===== config.mk =====
export PLATFORM = sky130hd
export DESIGN_NAME = scan_display_mux
export DESIGN_NICKNAME = d
export VERILOG_FILES = /design/src/rtl/scan_display_mux.sv
export SDC_FILE = /design/constraint.sdc
export NUM_CORES = 1
export LEC_CHECK = 0
export CAP_MARGIN = 10
export CORE_MARGIN = 2
export CORE_UTILIZATION = 50
export CTS_BUF_LIST = sky130_fd_sc_hd__clkbuf_4 sky130_fd_sc_hd__clkbuf_8
export CTS_CLUSTER_SIZE = 24
export DETAILED_ROUTE_END_ITERATION = 16
export HOLD_SLACK_MARGIN = 0.02
export PLACE_DENSITY_LB_ADDON = 0.05
export SYNTH_ARGS = -nofsm -noshare
export SYNTH_HDL_FRONTEND = slang
export SYNTH_SLANG_ARGS = --single-unit

===== constraint.sdc =====
create_clock -name clk0 -period 2.4 [get_ports clk0]
set_clock_uncertainty 0.1 [all_clocks]
set_input_delay 0.48 -clock clk0 [delete_from_list [all_inputs] [get_ports clk0]]
set_output_delay 0.48 -clock clk0 [all_outputs]
set_load 0.03 [all_outputs]

===== src/rtl/scan_display_mux.sv =====
// -----------------------------------------------------------------------------
// scan_display_mux
//   Time-multiplexed scanner for DIGITS 4-bit display digits. Each digit gets
//   one slot of SLOT = BLANK + 16*SLICE clocks. The first BLANK clocks of every
//   slot keep all selects off (anti-ghosting). After that the selected digit is
//   lit for (bright+1)*SLICE clocks. Leading zero digits can be suppressed.
//   in/bright/lz_en are snapshotted once per frame, so a frame never tears.
//
// Ports
//   clk0    in   1          system clock
//   rst     in   1          synchronous reset, active-high
//   ena     in   1          1 = display on; 0 = selects off, scanning continues
//   in      in   4*DIGITS   digit codes, digit k = in[4k+3:4k]
//   bright  in   4          duty level, on-time = (bright+1)*SLICE clocks
//   lz_en   in   1          1 = blank leading zero digits (digit 0 never)
//   out     out  4          code of the active digit, 4'b1111 when idle
//   sel     out  DIGITS     active-low digit select, one-cold or all ones
//   frame   out  1          one-cycle pulse after each snapshot load
// -----------------------------------------------------------------------------
module scan_display_mux #(
    parameter int DIGITS = 4,
    parameter int BLANK  = 2,
    parameter int SLICE  = 256
) (
    input  logic                  clk0,
    input  logic                  rst,
    input  logic                  ena,
    input  logic [4*DIGITS-1:0]   in,
    input  logic [3:0]            bright,
    input  logic                  lz_en,
    output logic [3:0]            out,
    output logic [DIGITS-1:0]     sel,
    output logic                  frame
);

    localparam int SLOT  = BLANK + 16 * SLICE;
    localparam int CNT_W = $clog2(SLOT);
    localparam int IDX_W = $clog2(DIGITS);

    logic [CNT_W-1:0]    cnt_reg, cnt_next;
    logic [IDX_W-1:0]    idx_reg, idx_next;
    logic [4*DIGITS-1:0] snap_in_reg;
    logic [3:0]          snap_br_reg;
    logic                snap_lz_reg;
    logic                first_reg;
    logic                frame_reg;
    logic [DIGITS-1:0]   sel_reg, sel_next;
    logic [3:0]          out_reg, out_next;

    logic                cnt_last;
    logic                idx_last;
    logic                load;
    logic [DIGITS-1:0]   zero_from;
    logic [DIGITS-1:0]   lz_blank;
    logic [CNT_W-1:0]    on_len;
    logic [CNT_W-1:0]    offset;
    logic                on;
    logic [3:0]          digit;

    assign cnt_last = (cnt_reg == CNT_W'(SLOT - 1));
    assign idx_last = (idx_reg == IDX_W'(DIGITS - 1));
    // Snapshot on the first clock after reset and at every frame boundary.
    assign load     = first_reg | (cnt_last & idx_last);

    // zero_from[k]: snapshot digits k..DIGITS-1 are all zero.
    generate
        for (genvar gi = 0; gi < DIGITS; gi++) begin : g_lz
            if (gi == DIGITS - 1) begin : g_top
                assign zero_from[gi] = (snap_in_reg[4*gi +: 4] == 4'h0);
            end else begin : g_mid
                assign zero_from[gi] = (snap_in_reg[4*gi +: 4] == 4'h0) & zero_from[gi+1];
            end
            if (gi == 0) begin : g_d0
                assign lz_blank[gi] = 1'b0;
            end else begin : g_dk
                assign lz_blank[gi] = snap_lz_reg & zero_from[gi];
            end
        end
    endgenerate

    // 16*SLICE < SLOT, so the product always fits in CNT_W bits.
    assign on_len = (CNT_W'(snap_br_reg) + CNT_W'(1)) * CNT_W'(SLICE);
    assign offset = cnt_reg - CNT_W'(BLANK);
    assign digit  = snap_in_reg[{idx_reg, 2'b00} +: 4];
    assign on     = ena && (cnt_reg >= CNT_W'(BLANK)) && (offset < on_len)
                    && !lz_blank[idx_reg];

    always_comb begin
        cnt_next = cnt_reg + CNT_W'(1);
        idx_next = idx_reg;
        if (cnt_last) begin
            cnt_next = '0;
            idx_next = idx_last ? '0 : idx_reg + IDX_W'(1);
        end
    end

    always_comb begin
        sel_next = '1;
        out_next = 4'b1111;
        if (on) begin
            sel_next = ~(DIGITS'(1) << idx_reg);
            out_next = digit;
        end
    end

    always_ff @(posedge clk0) begin
        if (rst) begin
            cnt_reg     <= '0;
            idx_reg     <= '0;
            snap_in_reg <= '0;
            snap_br_reg <= '0;
            snap_lz_reg <= 1'b0;
            first_reg   <= 1'b1;
            frame_reg   <= 1'b0;
            sel_reg     <= '1;
            out_reg     <= 4'b1111;
        end else begin
            cnt_reg   <= cnt_next;
            idx_reg   <= idx_next;
            frame_reg <= load;
            sel_reg   <= sel_next;
            out_reg   <= out_next;
            if (load) begin
                snap_in_reg <= in;
                snap_br_reg <= bright;
                snap_lz_reg <= lz_en;
                first_reg   <= 1'b0;
            end
        end
    end

    assign out   = out_reg;
    assign sel   = sel_reg;
    assign frame = frame_reg;

endmodule


==> results.md, run 1 <==
* Die Y at 69.03 µm
* Total power at 1.483 mW
* Largest register FFs at 16
* Filler instances at 363
* Core area at 0.004029 mm²
* Slew of the pin with the lowest slew margin at 0.4208 ns
* DRT Wirelength at 4384 µm
* HP Class: reg -> reg
* Cell variety after synth at 37
* Global-route total usage across every layer at 19.07%
* DIE AREA at 0.004765 mm²
* Critical Path Source Type: flip-flop
* Worst VDD drop at 0.0004166 V
* Fmax achieved at 420.9 MHz
* Initial Util at 52.48%
* Sw Ratio at 25.04%
* H-tree Lvls at 2
* Final setup vio count at 0
* Worst EP required at 2.48 ns
* Num CTS Buffers at 5
* Status: completed
* Slew margin rel. at 71.69%
* Crit path time final at 2.376 ns
* Via count at 1,791
* Comb pwr share at 13.8%
* CP endpoint kind: flip-flop
* Detail Placement HPWL at 3289 µm
* Vias in the first global route at 1,676
* Clk_lat worst skew at 0.29 ns
* Root Driver: clkbuf_8
* Final Cell Area at 0.002695 mm²
* Routed len/inst at 12.93 µm
* Mapped Area at 0.002115 mm²
* Synthesized Nets at 278
* Port-buffer cells at 32
* Setup ws final at 0.02434 ns
* Dpl ws at 0.01118 ns
* Sequential cell area at 923.4 µm²
* Final Max Tran Viols at 0
* Mean Syn Cell Area at 8.702 µm²
* Via density per instance at 5.283
* Area grow syn2layout at 27.46%
* N_diodes at 0
* Seq pwr share at 54.6%
* Setup CP Type: reg -> reg
* CTS sink count at 46
* 1st-iter DRT viols at 95
* Hold Fails Final Rpt at 0
* Clock transition at path regs at 0.09 ns
* RSZ-0062 raised after global routing: true
* Placed cell area at 0.002587 mm²
* Drt pass-1 iters at 4
* CTS Hold Bufs at 0
* MaxCap Viol Count at 0
* First-pass GRT wire length at 7479 µm
* Seq/Total Area, Yosys at 43.55%
* CTS tree: built
* Final core occ at 66.89%
* FP Rows at 23
* Number of cells after detailed placement at 331
* Asr flop ratio synth at 0%
* Die X at 69.03 µm
* PwrDens at 550.3 mW/mm²
* Routed Antenna Nets at 0
* Largest net degree at the start of global routing at 27
* Gp weighted congestion at 0.8608
* Max Buffers Root-to-Sink at 2
* EDFF count, synth at 0
* Fin crit share at 98.99%
* Count of state elements after synthesis at 46
* Multi-input logic area at 0.001115 mm²
* WP data arrival at 2.46 ns
* Number of warnings issued by yosys at 0
* IO Pins at 33
* Pint at 1.112 mW
* # nets final at 323
* Worst-path fanout max at 8
* Pleak at 1.052 nW
* Fraction of layout cells with a size suffix above 1 at 15.22%
* Cell count after synthesis at 243
* Initial antenna violation count at 0
* Final Non-Filler Cells at 339
* Primary FF master, synth: dfxtp_1
* Clock Power Share at 31.6%
* Grt ovf at 0
* Drt drc at 0
* Sw Pwr at 0.3714 mW
final cells by class:
class                           count  share of cell area, %
Multi-Input combinational cell    174                  41.37
Sequential cell                    46                  34.26
Timing Repair Buffer               51                  17.32
Clock buffer                        6                  2.832
Tap cell                           50                  2.321
Inverter                           10                  1.393
Clock inverter                      2                 0.5107
layout by cell type (no fill, tap or decap), types with 2 or more instances in the layout:
cell type        instances
a21oi_1                 23
buf_4                   18
clkbuf_8                 5
clkdlybuf4s50_1         32
dfxtp_1                 44
dfxtp_2                  2
ha_1                    11
inv_1                   10
mux4_2                   4
nand2_1                 53
nand3_1                  8
nand4_1                 12
nor2_1                  16
nor4_1                   3
o21ai_0                  2
or3_1                    4
xnor2_1                  9
xor2_1                   6
kinds of logic after synthesis:
kind of cell	Yosys count	share of synthesized area [%]
simple gates	110	25.15
flops	46	43.55
compound gates	33	9.172
buf+inv	23	4.675
xor+xnor	15	6.213
fa+ha+maj	11	6.509
mux	5	4.734
synth_stat cells, types with 2 or more instances:
library cell / count / share of area [%]
a41oi_1: 2 / 0.83
nor4_1: 4 / 1.2
nand2_1: 53 / 9.4
xor2_1: 6 / 2.5
a21oi_1: 24 / 5.7
dfxtp_1: 46 / 44
inv_1: 10 / 1.8
ha_1: 11 / 6.5
or3_1: 4 / 1.2
nand4_1: 12 / 3.6
nand3_1: 8 / 1.9
o21ai_0: 2 / 0.47
clkbuf_1: 5 / 0.89
buf_2: 6 / 1.4
xnor2_1: 9 / 3.7
nor2_1: 17 / 3.0
mux4_2: 4 / 4.3
final timing paths:
| path | start | depth (start not counted) | slack [ns] | endpoint |
|---|---|---|---|---|
| worst max-delay path | cnt_reg[4]$_SDFF_PP0_ | 10 | 0.02 | sel[2]$_SDFF_PP1_ |
| worst min-delay path | snap_in_reg[1]$_SDFFE_PP0P_ | 2 | 0.36 | snap_in_reg[1]$_SDFFE_PP0P_ |
| worst max register to register | cnt_reg[4]$_SDFF_PP0_ | 10 | 0.02 | sel[2]$_SDFF_PP1_ |
| worst min register to register | snap_in_reg[1]$_SDFFE_PP0P_ | 2 | 0.36 | snap_in_reg[1]$_SDFFE_PP0P_ |
routing by layer:
layer	vias to the layer above	wire, µm	share of wire, %	GRT usage, %
met5	-	0	0	0
met4	0	36	0.82	5.882
met3	4	166	3.8	3.947
met2	36	1970	45	30.02
met1	834	2210	50	26.34
li1	917	-	-	-
power groups by stage:
stage	clock (mW)	combinational [mW]	sequential [mW]
after global routing	0.503	0.229	0.814
after CTS	0.480	0.199	0.809
after global placement	0	0.196	0.827
after detailed placement	0	0.198	0.827
after floorplan	0	0.115	0.827
final	0.469	0.204	0.810
repair_timing:
| action | 4_1_cts | 5_1_grt |
|---|---|---|
| setup endpoints to repair | 0 | 8 |
| resized for setup | 0 | 5 |
| setup buffers | 0 | 0 |
metrics by stage:
stage	hold WS, ns	TNS (ns)
2_1_floorplan	0.3289	-0.1554
3_5_place_dp	0.3467	0
4_1_cts	0.3624	0
6_report	0.3573	0
5_1_grt	0.3832	-0.8455
3_3_place_gp	0.3422	0
critical path: stages (launching register included):
cell and delay [ns]:
dfxtp_2 0.35, nor4_4 0.33, nand2_1 0.11, or3_1 0.33, xnor2_1 0.14, ha_1 0.29, nand2_1 0.08, o211ai_1 0.11
a41oi_2 0.18, buf_6 0.15, nand4_1 0.09
(Power assumes the default switching activity.)
==> run 2, diff against run 1 <==
--- a/config.mk
+++ b/config.mk
@@ -9,7 +9,7 @@
 export CORE_MARGIN = 2
 export CORE_UTILIZATION = 50
 export CTS_BUF_LIST = sky130_fd_sc_hd__clkbuf_4 sky130_fd_sc_hd__clkbuf_8
-export CTS_CLUSTER_SIZE = 24
+export CTS_CLUSTER_SIZE = 28
 export DETAILED_ROUTE_END_ITERATION = 16
 export HOLD_SLACK_MARGIN = 0.02
 export PLACE_DENSITY_LB_ADDON = 0.05
==> results of run 2 <==
The final DEF is identical to that of run 1; final timing and power are the same.
==> run 3, diff against run 2 <==
--- a/config.mk
+++ b/config.mk
@@ -13,6 +13,7 @@
 export DETAILED_ROUTE_END_ITERATION = 16
 export HOLD_SLACK_MARGIN = 0.02
 export PLACE_DENSITY_LB_ADDON = 0.05
+export SKIP_CTS_REPAIR_TIMING = 1
 export SYNTH_ARGS = -nofsm -noshare
 export SYNTH_HDL_FRONTEND = slang
 export SYNTH_SLANG_ARGS = --single-unit
==> results of run 3 <==
The final DEF is identical to that of run 1; final timing and power are the same.
